### src/rtl/ps2_pkg.sv
// Shared definitions for the PS/2 command decoder: command codes, scan codes,
// frame FSM states and the scan-code-to-command lookup.
package ps2_pkg;

    typedef enum logic [1:0] {
        ST_IDLE   = 2'd0,
        ST_DATA   = 2'd1,
        ST_PARITY = 2'd2,
        ST_STOP   = 2'd3
    } frame_state_e;

    localparam logic [1:0] CMD_IDLE   = 2'b00;
    localparam logic [1:0] CMD_LEFT   = 2'b01;
    localparam logic [1:0] CMD_RIGHT  = 2'b10;
    localparam logic [1:0] CMD_ROTATE = 2'b11;

    localparam logic [7:0] SC_EXT       = 8'hE0;
    localparam logic [7:0] SC_BRK       = 8'hF0;
    localparam logic [7:0] SC_LEFT      = 8'h1C;
    localparam logic [7:0] SC_LEFT_EXT  = 8'h6B;
    localparam logic [7:0] SC_RIGHT     = 8'h23;
    localparam logic [7:0] SC_RIGHT_EXT = 8'h74;
    localparam logic [7:0] SC_ROT       = 8'h1D;
    localparam logic [7:0] SC_ROT_EXT   = 8'h75;

    // CMD_IDLE doubles as "unmapped": no key maps to the idle command.
    function automatic logic [1:0] classify(input logic [7:0] code, input logic ext);
        logic [1:0] cmd;
        cmd = CMD_IDLE;
        if (ext) begin
            case (code)
                SC_LEFT_EXT:  cmd = CMD_LEFT;
                SC_RIGHT_EXT: cmd = CMD_RIGHT;
                SC_ROT_EXT:   cmd = CMD_ROTATE;
                default:      cmd = CMD_IDLE;
            endcase
        end else begin
            case (code)
                SC_LEFT:  cmd = CMD_LEFT;
                SC_RIGHT: cmd = CMD_RIGHT;
                SC_ROT:   cmd = CMD_ROTATE;
                default:  cmd = CMD_IDLE;
            endcase
        end
        return cmd;
    endfunction

endpackage

### src/rtl/ps2_clk_filter.sv
// Synchronizes the PS/2 lines, deglitches ps2_clk and emits a one-cycle
// strobe on each falling edge of the filtered clock.
module ps2_clk_filter #(
    parameter int FILTER_LEN = 8
) (
    input  logic clk,
    input  logic rst,
    input  logic ps2_clk,
    input  logic ps2_data,
    output logic fall_stb,
    output logic data_sync
);
    localparam int CNT_W = $clog2(FILTER_LEN + 1);

    logic [1:0]       clk_sync_q, clk_sync_d;
    logic [1:0]       data_sync_q, data_sync_d;
    logic             filt_q, filt_d;
    logic [CNT_W-1:0] cnt_q, cnt_d;
    logic             fall_q, fall_d;

    always_comb begin
        clk_sync_d  = {clk_sync_q[0], ps2_clk};
        data_sync_d = {data_sync_q[0], ps2_data};
        filt_d      = filt_q;
        cnt_d       = '0;
        // The filtered level flips only after FILTER_LEN consecutive disagreeing samples.
        if (clk_sync_q[1] != filt_q) begin
            if (cnt_q == CNT_W'(FILTER_LEN - 1)) begin
                filt_d = clk_sync_q[1];
            end else begin
                cnt_d = cnt_q + CNT_W'(1);
            end
        end
        fall_d = filt_q & ~filt_d;
    end

    always_ff @(posedge clk or posedge rst) begin
        if (rst) begin
            clk_sync_q  <= 2'b11;
            data_sync_q <= 2'b11;
            filt_q      <= 1'b1;
            cnt_q       <= '0;
            fall_q      <= 1'b0;
        end else begin
            clk_sync_q  <= clk_sync_d;
            data_sync_q <= data_sync_d;
            filt_q      <= filt_d;
            cnt_q       <= cnt_d;
            fall_q      <= fall_d;
        end
    end

    assign fall_stb  = fall_q;
    assign data_sync = data_sync_q[1];

endmodule

### src/rtl/ps2_command_decoder.sv
// PS/2 keyboard receiver that turns make/break scan codes into a held game command.
// Define PS2_PARITY_CHECK_EN to discard frames that fail the odd-parity check.
module ps2_command_decoder
    import ps2_pkg::*;
#(
    parameter int FILTER_LEN     = 8,
    parameter int TIMEOUT_CYCLES = 100000
) (
    input  logic       clk,
    input  logic       rst,
    input  logic       ps2_clk,
    input  logic       ps2_data,
    output logic [1:0] keyboard_signal,
    output logic       byte_valid,
    output logic [7:0] byte_data,
    output logic       frame_err
);
    localparam int TMO_W = $clog2(TIMEOUT_CYCLES + 1);

    logic fall_stb;
    logic data_sync;

    ps2_clk_filter #(.FILTER_LEN(FILTER_LEN)) u_filter (
        .clk      (clk),
        .rst      (rst),
        .ps2_clk  (ps2_clk),
        .ps2_data (data_sync_unused_guard(ps2_data)),
        .fall_stb (fall_stb),
        .data_sync(data_sync)
    );

    function automatic logic data_sync_unused_guard(input logic d);
        return d;
    endfunction

    frame_state_e     state_q, state_d;
    logic [2:0]       bit_cnt_q, bit_cnt_d;
    logic [7:0]       shift_q, shift_d;
    logic [TMO_W-1:0] tmo_q, tmo_d;
    logic             byte_valid_q, byte_valid_d;
    logic [7:0]       byte_data_q, byte_data_d;
    logic             frame_err_q, frame_err_d;
    logic             ext_q, ext_d;
    logic             brk_q, brk_d;
    logic [1:0]       kbd_q, kbd_d;
    logic             timeout;
    logic             parity_ok;
    logic [1:0]       cmd;

`ifdef PS2_PARITY_CHECK_EN
    logic parity_q, parity_d;
    assign parity_ok = ^{shift_q, parity_q};
`else
    assign parity_ok = 1'b1;
`endif

    assign timeout = (state_q != ST_IDLE) && !fall_stb && (tmo_q == TMO_W'(TIMEOUT_CYCLES - 1));
    assign cmd     = classify(byte_data_q, ext_q);

    always_ff @(posedge clk or posedge rst) begin
        if (rst) begin
            state_q      <= ST_IDLE;
            bit_cnt_q    <= '0;
            shift_q      <= '0;
            tmo_q        <= '0;
            byte_valid_q <= 1'b0;
            byte_data_q  <= '0;
            frame_err_q  <= 1'b0;
            ext_q        <= 1'b0;
            brk_q        <= 1'b0;
            kbd_q        <= CMD_IDLE;
        end else begin
            state_q      <= state_d;
            bit_cnt_q    <= bit_cnt_d;
            shift_q      <= shift_d;
            tmo_q        <= tmo_d;
            byte_valid_q <= byte_valid_d;
            byte_data_q  <= byte_data_d;
            frame_err_q  <= frame_err_d;
            ext_q        <= ext_d;
            brk_q        <= brk_d;
            kbd_q        <= kbd_d;
        end
    end

`ifdef PS2_PARITY_CHECK_EN
    always_ff @(posedge clk or posedge rst) begin
        if (rst) parity_q <= 1'b0;
        else     parity_q <= parity_d;
    end

    always_comb begin
        parity_d = parity_q;
        if (fall_stb && state_q == ST_PARITY) parity_d = data_sync;
    end
`endif

    always_comb begin
        state_d = state_q;
        if (timeout) begin
            state_d = ST_IDLE;
        end else if (fall_stb) begin
            case (state_q)
                ST_IDLE:   if (!data_sync) state_d = ST_DATA;
                ST_DATA:   if (bit_cnt_q == 3'd7) state_d = ST_PARITY;
                ST_PARITY: state_d = ST_STOP;
                ST_STOP:   state_d = ST_IDLE;
                default:   state_d = ST_IDLE;
            endcase
        end
    end

    always_comb begin
        bit_cnt_d    = bit_cnt_q;
        shift_d      = shift_q;
        tmo_d        = (state_q == ST_IDLE || fall_stb) ? '0 : tmo_q + TMO_W'(1);
        byte_valid_d = 1'b0;
        byte_data_d  = byte_data_q;
        frame_err_d  = timeout;
        ext_d        = ext_q;
        brk_d        = brk_q;
        kbd_d        = kbd_q;

        if (fall_stb) begin
            case (state_q)
                ST_IDLE: bit_cnt_d = '0;
                ST_DATA: begin
                    shift_d   = {data_sync, shift_q[7:1]};
                    bit_cnt_d = bit_cnt_q + 3'd1;
                end
                ST_STOP: begin
                    if (data_sync && parity_ok) begin
                        byte_valid_d = 1'b1;
                        byte_data_d  = shift_q;
                    end else begin
                        frame_err_d = 1'b1;
                    end
                end
                default: ;
            endcase
        end

        // Prefix bytes arm flags; any other byte is classified and consumes them.
        if (byte_valid_q) begin
            if (byte_data_q == SC_EXT) begin
                ext_d = 1'b1;
            end else if (byte_data_q == SC_BRK) begin
                brk_d = 1'b1;
            end else begin
                ext_d = 1'b0;
                brk_d = 1'b0;
                if (cmd != CMD_IDLE) begin
                    if (!brk_q)            kbd_d = cmd;
                    else if (cmd == kbd_q) kbd_d = CMD_IDLE;
                end
            end
        end else if (frame_err_q) begin
            ext_d = 1'b0;
            brk_d = 1'b0;
        end
    end

    assign keyboard_signal = kbd_q;
    assign byte_valid      = byte_valid_q;
    assign byte_data       = byte_data_q;
    assign frame_err       = frame_err_q;

endmodule

### config.mk
export PLATFORM = sky130hd
export DESIGN_NAME = ps2_command_decoder
export DESIGN_NICKNAME = d
export VERILOG_FILES = /design/src/rtl/ps2_pkg.sv /design/src/rtl/ps2_clk_filter.sv /design/src/rtl/ps2_command_decoder.sv
export SDC_FILE = /design/constraint.sdc
export NUM_CORES = 1
export LEC_CHECK = 0
export CAP_MARGIN = 20
export CORE_ASPECT_RATIO = 0.8
export CORE_MARGIN = 2
export CORE_UTILIZATION = 53
export DETAILED_ROUTE_END_ITERATION = 16
export PLACE_DENSITY = 0.73
export SKIP_LAST_GASP = 1
export SLEW_MARGIN = 20
export SYNTH_ARGS = -nofsm -noshare
export SYNTH_HDL_FRONTEND = slang
export SYNTH_SLANG_ARGS = --single-unit
### constraint.sdc
create_clock -name clk -period 2.8 [get_ports clk]
set_input_delay 0.56 -clock clk [delete_from_list [all_inputs] [get_ports clk]]
set_output_delay 0.56 -clock clk [all_outputs]
set_load 0.01 [all_outputs]
==> results_dict.tcl <==
set metrics [dict create \
    multiInputGateArea_um2 1050 \
    timing.rr.start "state_q[0]$_DFFE_PP0P_" \
    path_clk_slew_ps 90 \
    reg2reg_depth 7 \
    start_util 0.544 \
    preCtsSetupSlack_ps 818 \
    cp.depth 7 \
    crit_chain "inv_1, ha_1, or2_1, or4_1, nor3_2, o21ai_1, a22o_1" \
    r2r-end "state_q[0]$_DFFE_PP0P_" \
    setup_ws_ps 819 \
    setup.worst_path.class "reg -> reg" \
    hold_buffers 0 \
    dr.pass1.iters 4 \
    post-route-util 0.612 \
    htreeDepth 2 \
    drive_above_1_share 0.157 \
    hold_path_end "u_filter.data_sync_q[1]$_DFF_PP1_" \
    synthCells 213 \
    setup_tns_ps 0 \
    final_common_cell "dfrtp_1" \
    critical_path.top_delay_family "simple AND/OR/NAND/NOR gates" \
    max_slew_margin 0.565 \
    cts_tree "done" \
    finClkSkew_ps 5.40 \
    grt.overflow.total 0 \
    hold_depth 0 \
    path_buf_inv 1 \
    root_buffer "clkbuf_8" \
    hold_start "u_filter.data_sync_q[0]$_DFF_PP1_" \
    layout_common_cells "49 x dfrtp_1, 27 x nor2_1, 18 x mux2_2, 15 x clkdlybuf4s50_1, 13 x nand2_1" \
    grt_pass1_wl_um 6560 \
    ant_nets 0 \
    drc 0 \
    hold_path_class "reg -> reg" \
    cts.repair.resized 0 \
    ys_seq_area_frac 0.550 \
    rsz0062_at_grt "no" \
    min_period_ps 1980 \
    worstSkewPairLatency_ps 300 \
    cp_max_fo 4 \
    tightest_slew_ps 652 \
    slew_violations 0 \
    reg2reg_slack_ps 820 \
    seq_area_um2 1360 \
    port_buffers 15 \
    final_hold_viol_count 0 \
    dp.cells 287 \
    dieArea_um2 5220 \
    ir_worst_vdd_uv 402 \
    slowest_delay_ps 420 \
    first_iter_violations 107 \
    pin_count 16 \
    cts_setup_buffers 0 \
    antenna_found_initial 0 \
    p_leak_nw 1.20 \
    syn_avg_cell_area_um2 11.6 \
    cp-start-kind "flip-flop" \
    fin_cells 295 \
    synth_nets 225 \
    wl_per_cell_um 12.8 \
    rows 22 \
    post-route-period-util 0.708 \
    syn_to_final_growth_pct 12.5 \
    synth.distinct_cells 42 \
    wl_um 3780 \
    cp.required_ps 2990 \
    setup_violations 0 \
    avgViaCountPerCell 5.39 \
    syn_area_um2 2470 \
    ys_ff_latch 54 \
    clockBufferDepth 2 \
    grt_pass1_vias 1474 \
    place_congestion 0.773 \
    grt_max_degree 55 \
    worstPathArrival_ps 2170 \
    status "finished, final reports clean" \
    vias 1589 \
    numCtsBuffers 5 \
    core_um2 4540 \
    p_per_area_nw_per_um2 485 \
    dieHeight_um 65.0 \
    synth-warning-count 0 \
    chipWidth_um 80.3 \
    maxCapViolations 0 \
    cts_sinks 54 \
    slowest_stage "or4_1" \
    antenna-diode-count 0 \
    end_kind "flip-flop" \
    timing.fmax_mhz 505 \
    place_hpwl_um 2680 \
    nets 246 \
    nFillCells 377 \
    grt_util_all_layers 0.162 \
]
==> final cells by class <==
cell class,instances,share of cell area
clock buffer,6,0.0297
inverter,8,0.0108
tap,60,0.0270
sequential,54,0.489
multi-input combinational,148,0.380
timing repair buffer,17,0.0595
clock inverter,2,0.00450
==> worst reg2reg max path, cell delays in order (launching register included) <==
cell,delay [ps]
dfrtp_1,400
inv_1,80
ha_1,230
or2_1,250
or4_1,420
nor3_2,150
o21ai_1,110
a22o_1,250
==> synth_stat cells, drive strengths merged <==
master   count  area [um2]
a21boi       1        7.51
a21o         1        7.51
a21oi        2        10.0
a221o        1        10.0
a22o         1        8.76
a32o         6        60.1
a32oi        1        8.76
and2         1        6.26
and3         1        6.26
and4         2        17.5
buf          2        22.5
clkbuf       1        3.75
dfrtp       49        1230
dfstp        5         131
ha           8         100
inv          8        30.0
mux2        18         203
nand2       13        48.8
nand2b       1        6.26
nand3       11        55.1
nand3b       1        7.51
nand4        4        25.0
nand4bb      1        11.3
nor2        27         101
nor2b        4        25.0
nor3         6        35.0
nor3b        3        22.5
nor4         1        6.26
nor4b        2        17.5
o211ai       1        7.51
o21a         1        7.51
o21ai        5        28.8
o21bai       2        15.0
o2bb2ai      2        17.5
or2          1        6.26
or3b         1        8.76
or4          1        7.51
xnor2        7        61.3
xor2        10        87.6
==> cells by family after synthesis <==
group                      after synthesis  share of synthesized area
and+or+nand+nor                         81                      0.168
DFF                                     54                      0.550
AOI/OAI and AO/OA                       24                     0.0765
muxes                                   18                     0.0821
xor gates and xnor gates                17                     0.0603
buffers and inverters                   11                     0.0228
adders and majority gates                8                     0.0405
==> stage by stage <==
| step | area (um2) | total power [W] | hold slack (ps) |
|---|---|---|---|
| 3_5_place_dp | 2680 | 0.000924 | 348 |
| 5_1_grt | 2780 | 0.00141 | 364 |
| 4_1_cts | 2780 | 0.00137 | 361 |
| 3_3_place_gp | 2680 | 0.000922 | 346 |
| 6_report | 2780 | 0.00135 | 363 |
| 2_1_floorplan | 2470 | 0.000902 | 345 |
==> sequential cells by signal, indices dropped and copies added, names as in the netlist, 2 cells and up <==
signal,flops
keyboard_signal,2
u_filter.cnt_q,4
shift_q,8
bit_cnt_q,3
u_filter.data_sync_q,2
u_filter.clk_sync_q,2
tmo_q,17
byte_data,8
state_q,2
==> worst max path at each step <==
stage | from | endpoint | slack, ps
after floorplan | state_q[0]$_DFFE_PP0P_ | state_q[0]$_DFFE_PP0P_ | 830
after global placement | state_q[0]$_DFFE_PP0P_ | state_q[0]$_DFFE_PP0P_ | 890
after detailed placement | state_q[0]$_DFFE_PP0P_ | state_q[0]$_DFFE_PP0P_ | 820
after CTS | state_q[0]$_DFFE_PP0P_ | state_q[0]$_DFFE_PP0P_ | 800
after global routing | state_q[0]$_DFFE_PP0P_ | state_q[0]$_DFFE_PP0P_ | 710
final | state_q[0]$_DFFE_PP0P_ | state_q[0]$_DFFE_PP0P_ | 820
==> where the power goes <==
part / internal (W) / total [W] / switching, W / leakage, nW
logic: 0.0000348 / 0.0000748 / 0.0000400 / 0.422
clock network: 0.000199 / 0.000440 / 0.000241 / 0.0472
registers: 0.000813 / 0.000833 / 0.0000205 / 0.735
==> layer usage <==
| metal | part of all wire | track usage | vias to the layer above |
|---|---|---|---|
| met5 | 0 | 0 | - |
| met3 | 0.040 | 0.0418 | 2 |
| met1 | 0.52 | 0.231 | 770 |
| met2 | 0.44 | 0.243 | 25 |
| met4 | 0.0061 | 0.0508 | 0 |
| li1 | - | - | 792 |
Note: power is estimated with default switching activity, not from simulation.
==> patch 1, RTL diff (same settings) <==
Take the reset off `shift_q` and `byte_data_q` and load them in a clocked block of their own.
--- a/src/rtl/ps2_command_decoder.sv
+++ b/src/rtl/ps2_command_decoder.sv
@@ -61,10 +61,8 @@
         if (rst) begin
             state_q      <= ST_IDLE;
             bit_cnt_q    <= '0;
-            shift_q      <= '0;
             tmo_q        <= '0;
             byte_valid_q <= 1'b0;
-            byte_data_q  <= '0;
             frame_err_q  <= 1'b0;
             ext_q        <= 1'b0;
             brk_q        <= 1'b0;
@@ -72,15 +70,18 @@
         end else begin
             state_q      <= state_d;
             bit_cnt_q    <= bit_cnt_d;
-            shift_q      <= shift_d;
             tmo_q        <= tmo_d;
             byte_valid_q <= byte_valid_d;
-            byte_data_q  <= byte_data_d;
             frame_err_q  <= frame_err_d;
             ext_q        <= ext_d;
             brk_q        <= brk_d;
             kbd_q        <= kbd_d;
         end
+    end
+
+    always_ff @(posedge clk) begin
+        shift_q     <= shift_d;
+        byte_data_q <= byte_data_d;
     end
 
 `ifdef PS2_PARITY_CHECK_EN
Behaviour: same outputs for any inputs over 10 cycles, from zero or initial values and one cycle with rst high; that may be too few to reach the edited logic, so the function may still have changed.
==> patch 1 against the unedited design <==
- count of clock-buffer cells in the layout fell by 1
- setup slack got worse by 0.32 ns
- sequential power rose by 3.5%
- first-iteration DRC count fell by 7.5%
- critical path depth did not move
- critical endpoint unchanged
- cell area fell by 3.3%
- via count fell by 2.0%
- wire length rose by 8.6%
- sequential share of layout area rose by 4.6 points
- sequential cell count did not move
- area after synthesis fell by 4.4%
- power rose by 7.3%
- non-clock buffer count fell by 1
==> patch 1: results (changes against the unedited design) <==
- Met2 WL: 1.94 mm (+17%)
- Fill cells: 329 (-13%)
- # clk buffers: 5 (-1)
- Dpl cell area: 2570 um^2 (-4.0%)
- Internal power: 1.14 mW (+9.2%)
- Multi-input gates: 132 (-11%)
- CP Data Arrival Time: 2.50 ns (+0.33 ns)
- Post-synth EDFFs: 16 (+16)
- Vias/cell: 5.68 (+5.5%)
- Post-synthesis sequential area ratio: 0.609 (+0.0590)
- Seq. cell area: 1440 um^2 (+5.9%)
- Slew HR: 0.605 (+0.0399)
- Worst hold start: u_filter.clk_sync_q[0]
- Placed cells: 266 (-7.3%)
- Routed wl met3: 164 um (+8.6%)
- Net count after synthesis: 207 (-8.0%)
- DR iter-0 viols: 99 (-7.5%)
- Commonest cells in the netlist: 33 x dfrtp_1, 26 x nor2_1, 16 x edfxtp_1
- Vias in the first global route: 1536 (+4.2%)
- Layout cells sized above 1: 0.0829 (-0.0745)
- Synth Area per Inst: 12.1 um^2 (+4.5%)
- Clock power frac: 0.353 (+0.027)
- Data buffer area share: 0.0587 (-0.000773)
- CP max FO: 18 (+14)
- Clock-cell share: 0.0415 (+0.00722)
- GP Congestion: 0.826 (+6.8%)
- DP Worst Slack: 0.509 ns (-0.309 ns)
- Non-clock buffer count in the final layout: 16 (-1)
- Top post-synthesis cells by area: dfrtp_1 35%, edfxtp_1 20%, dfstp_2 5.6%
- Invs w/o clock: 7 (-1)
- Leak Pwr: 1.03 nW (-15%)
- DP HPWL: 2.89 mm (+7.7%)
- Multi-input gate share of total cell area: 0.328 (-0.0514)
- Sw Pwr: 304 uW (+0.98%)
- Seq pwr: 862 uW (+3.5%)
- Reg2reg setup slack: 0.50 ns (-0.32 ns)
- Status: finished clean
- Hold Path End: u_filter.clk_sync_q[1]
- Power Dens Cells: 539 nW/um^2 (+11%)
- Met1 wire length: 1.86 mm (-4.7%)
- Period minus WS final: 2.30 ns (+0.320 ns)
- GRT Total Usage: 0.187 (+0.0256)
- GR Util met1: 0.249 (+0.0184)
- Async SR Flop Fraction: 0.704 (-0.296)
- Layout Area Growth over Synthesis: 13.8%
- Grt met2 use: 0.285 (+0.0425)
- Netlist cell types: 47 (+12%)
patch 1: cell types whose count changed in the layout (fill, tap and decap cells not counted), sizes merged, moves of 3 or more:
cell	unedited run	this run
a22o	1	4
a32o	6	2
dfrtp	49	33
edfxtp	0	16
mux2	18	2
nand3	11	8
patch 1: kinds of logic (layout without fill, tap and decap cells):
group / count (synthesis) / in the layout / synth area share
AOI/OAI and AO/OA: 24 / 24 / 0.0763
DFF: 54 / 54 / 0.609
muxes: 2 / 2 / 0.00954
buffers and inverters: 9 / 31 / 0.0175
adders and majority gates: 8 / 8 / 0.0424
xor gates and xnor gates: 17 / 17 / 0.0631
and+or+nand+nor: 81 / 81 / 0.182
patch 1: worst max-delay path, stage by stage (launching register included):
cell and delay [ns]:
dfrtp_1 0.42, inv_1 0.09, ha_1 0.24, or2_1 0.46, or4_4 0.50, nor3_2 0.15, o21ai_1 0.10, a22o_1 0.24
==> patch 2, RTL diff (config.mk and constraints unchanged) <==
Made on the original files. The option `PS2_PARITY_CHECK_EN` is turned on by a define.
--- a/src/rtl/ps2_command_decoder.sv
+++ b/src/rtl/ps2_command_decoder.sv
@@ -1,5 +1,7 @@
 // PS/2 keyboard receiver that turns make/break scan codes into a held game command.
 // Define PS2_PARITY_CHECK_EN to discard frames that fail the odd-parity check.
+`define PS2_PARITY_CHECK_EN
+
 module ps2_command_decoder
     import ps2_pkg::*;
 #(
Behaviour: same outputs for any inputs over 10 cycles, from zero or initial values and one cycle with rst high; that may be too few to reach the edited logic, so the function may still have changed.
==> patch 2 against the unedited design <==
- power increased by 6.7%
- die area up 4.4%
- wire length up 9.8%
- final cell count rose by 4.1%
- setup slack got worse by 0.016 ns
- cell area grew 5.4%
- worst hold slack got worse by 0.0025 ns
- sequential cell count is 1 higher
- utilization rose by 1.8 points
- area after synthesis up 4.7%
- non-clock buffer count down 1
- count of clock-buffer cells in the layout unchanged
- first-iteration DRC count rose by 5.6%
- critical path depth fell by 2
- highest routed layer unchanged
==> patch 2: results (changes against the unedited design) <==
- Grt met2 use: 0.288 (+0.0449)
- Routed wl met3: 99 um (-34%)
- WHS: 0.361 ns (-0.00250 ns)
- Clk_skew: 0.00800 ns (+0.00259 ns)
- Maximum VDD drop: 0.371 mV (-7.7%)
- Status: finished clean
- CTS buffer count: 5 (unchanged)
- Vias/cell: 5.43 (+0.81%)
- Port Buffer Count: 15 (unchanged)
- GP Congestion: 0.807 (+4.4%)
- GRT busiest layer: met2
- Max reg flops: 17 (unchanged)
- Met2 WL: 1.89 mm (+14%)
- Detailed Routing Iterations Pass 1: 4 (unchanged)
- Leak Pwr: 1.28 nW (+6.2%)
- Grt total ovfl: 0 (unchanged)
- CP Data Arrival Time: 2.20 ns (+0.03 ns)
- Fill cells: 382 (+1.3%)
- Slowest cell on crit path: xnor3_1
- GR Util met3: 0.0407 (-0.00113)
- Net count after synthesis: 238 (+5.8%)
- # diodes: 0 (unchanged)
- Post-CTS setup buffers: 0 (unchanged)
- Initial antenna violation count: 0 (unchanged)
- Skew-Pair Late Insertion Delay: 0.31 ns
- Vias after detailed routing: 1667 (+4.9%)
- Highest metal used: met4
- Top post-synthesis cells by area: dfrtp_1 48%, mux2_2 7.8%, dfstp_2 5.1%
- Clock Tree Root: clkbuf_8
- Netlist cell types: 42 (unchanged)
- Placed cells: 299 (+4.2%)
- Max incr delay on CP: 0.48 ns (+0.06 ns)
- Async SR Flop Fraction: 1.00 (unchanged)
- Met1 wire length: 2.11 mm (+8.0%)
- CP max FO: 9 (+5)
- Synth Area per Inst: 11.4 um^2 (-1.4%)
- Pin count of the biggest net entering global routing: 30 (-45%)
- Clock transition at path regs: 0.10 ns
- Synthesis Warnings: 0 (unchanged)
- Least-Margin Pin Slew: 0.573 ns (-0.0789 ns)
- Clock Tree Buf Depth: 2 (unchanged)
- Post-cts gate resize count: 0 (unchanged)
- DP Worst Slack: 0.791 ns (-0.0277 ns)
- Worst Slack Setup Final: 0.803 ns (-0.0155 ns)
- Commonest cells in the netlist: 50 x dfrtp_1, 24 x nor2_1, 18 x mux2_2
- Hold WC Path Type: reg -> reg
- DR iter-0 viols: 113 (+5.6%)
- DP HPWL: 2.97 mm (+11%)
- First-pass GRT wire length: 7.67 mm (+17%)
- GRT Total Usage: 0.185 (+0.0230)
- GR Util met1: 0.253 (+0.0223)
- Layout cells sized above 1: 0.154 (-0.00360)
- Layout Nets: 258 (+4.9%)
- Post-synthesis sequential area ratio: 0.535 (-0.0148)
- Wire per inst: 13.5 um (+5.5%)
- Top reg by flops: tmo_q
- CTS HTree Levels: 2 (unchanged)
patch 2: logic make-up (layout without fill, tap and decap cells):
group,count (synthesis),in the layout,share of synthesized area
AND/OR/NAND/NOR,87,87,0.177
flip-flops,55,55,0.535
XOR/XNOR,24,24,0.0896
AO/OA/AOI/OAI,22,22,0.0605
multiplexers,19,19,0.0823
buffers and inverters,11,32,0.0165
adder cells (fa/ha/maj),8,8,0.0387
patch 2: report_power, final:
group          leakage, nW  internal (mW)  switching [mW]
Combinational        0.478         0.0366          0.0420
Clock               0.0514          0.267           0.245
Sequential           0.749          0.827          0.0202
Total                 1.28           1.13           0.307
patch 2: final cells by class:
class,instances,area [um^2],area share
flip-flops and latches,55,1380,0.472
multi-input cells,160,1160,0.396
repair buffers,16,170,0.0581
well taps,60,75.1,0.0257
clock buffers,6,72.6,0.0248
clock inverters,2,37.5,0.0128
inverters,8,30.0,0.0103
patch 2: critical path: cells and delay by family, from the launching register on:
kind / cells / cell delay (ns)
XOR/XNOR: 3 / 0.93
flip-flops: 1 / 0.41
multiplexers: 1 / 0.33
AND/OR/NAND/NOR: 1 / 0.22
patch 2: through the flow:
stage          cell area [um^2]  power [mW]
6_report                   2930        1.44
5_1_grt                    2930        1.50
4_1_cts                    2930        1.46
3_5_place_dp               2820       0.945
3_3_place_gp               2820       0.939
2_1_floorplan              2580       0.917
patch 2: worst paths after layout:
check	from	end	cells after the start
setup / recovery	shift_q[0]	byte_data[0]	5
min in group asynchronous	rst	shift_q[6]	2
max in group asynchronous	rst	u_filter.filt_q	3
hold / removal	u_filter.data_sync_q[0]	u_filter.data_sync_q[1]	0
hold reg to reg	u_filter.data_sync_q[0]	u_filter.data_sync_q[1]	0
setup reg to reg	shift_q[0]	byte_data[0]	5
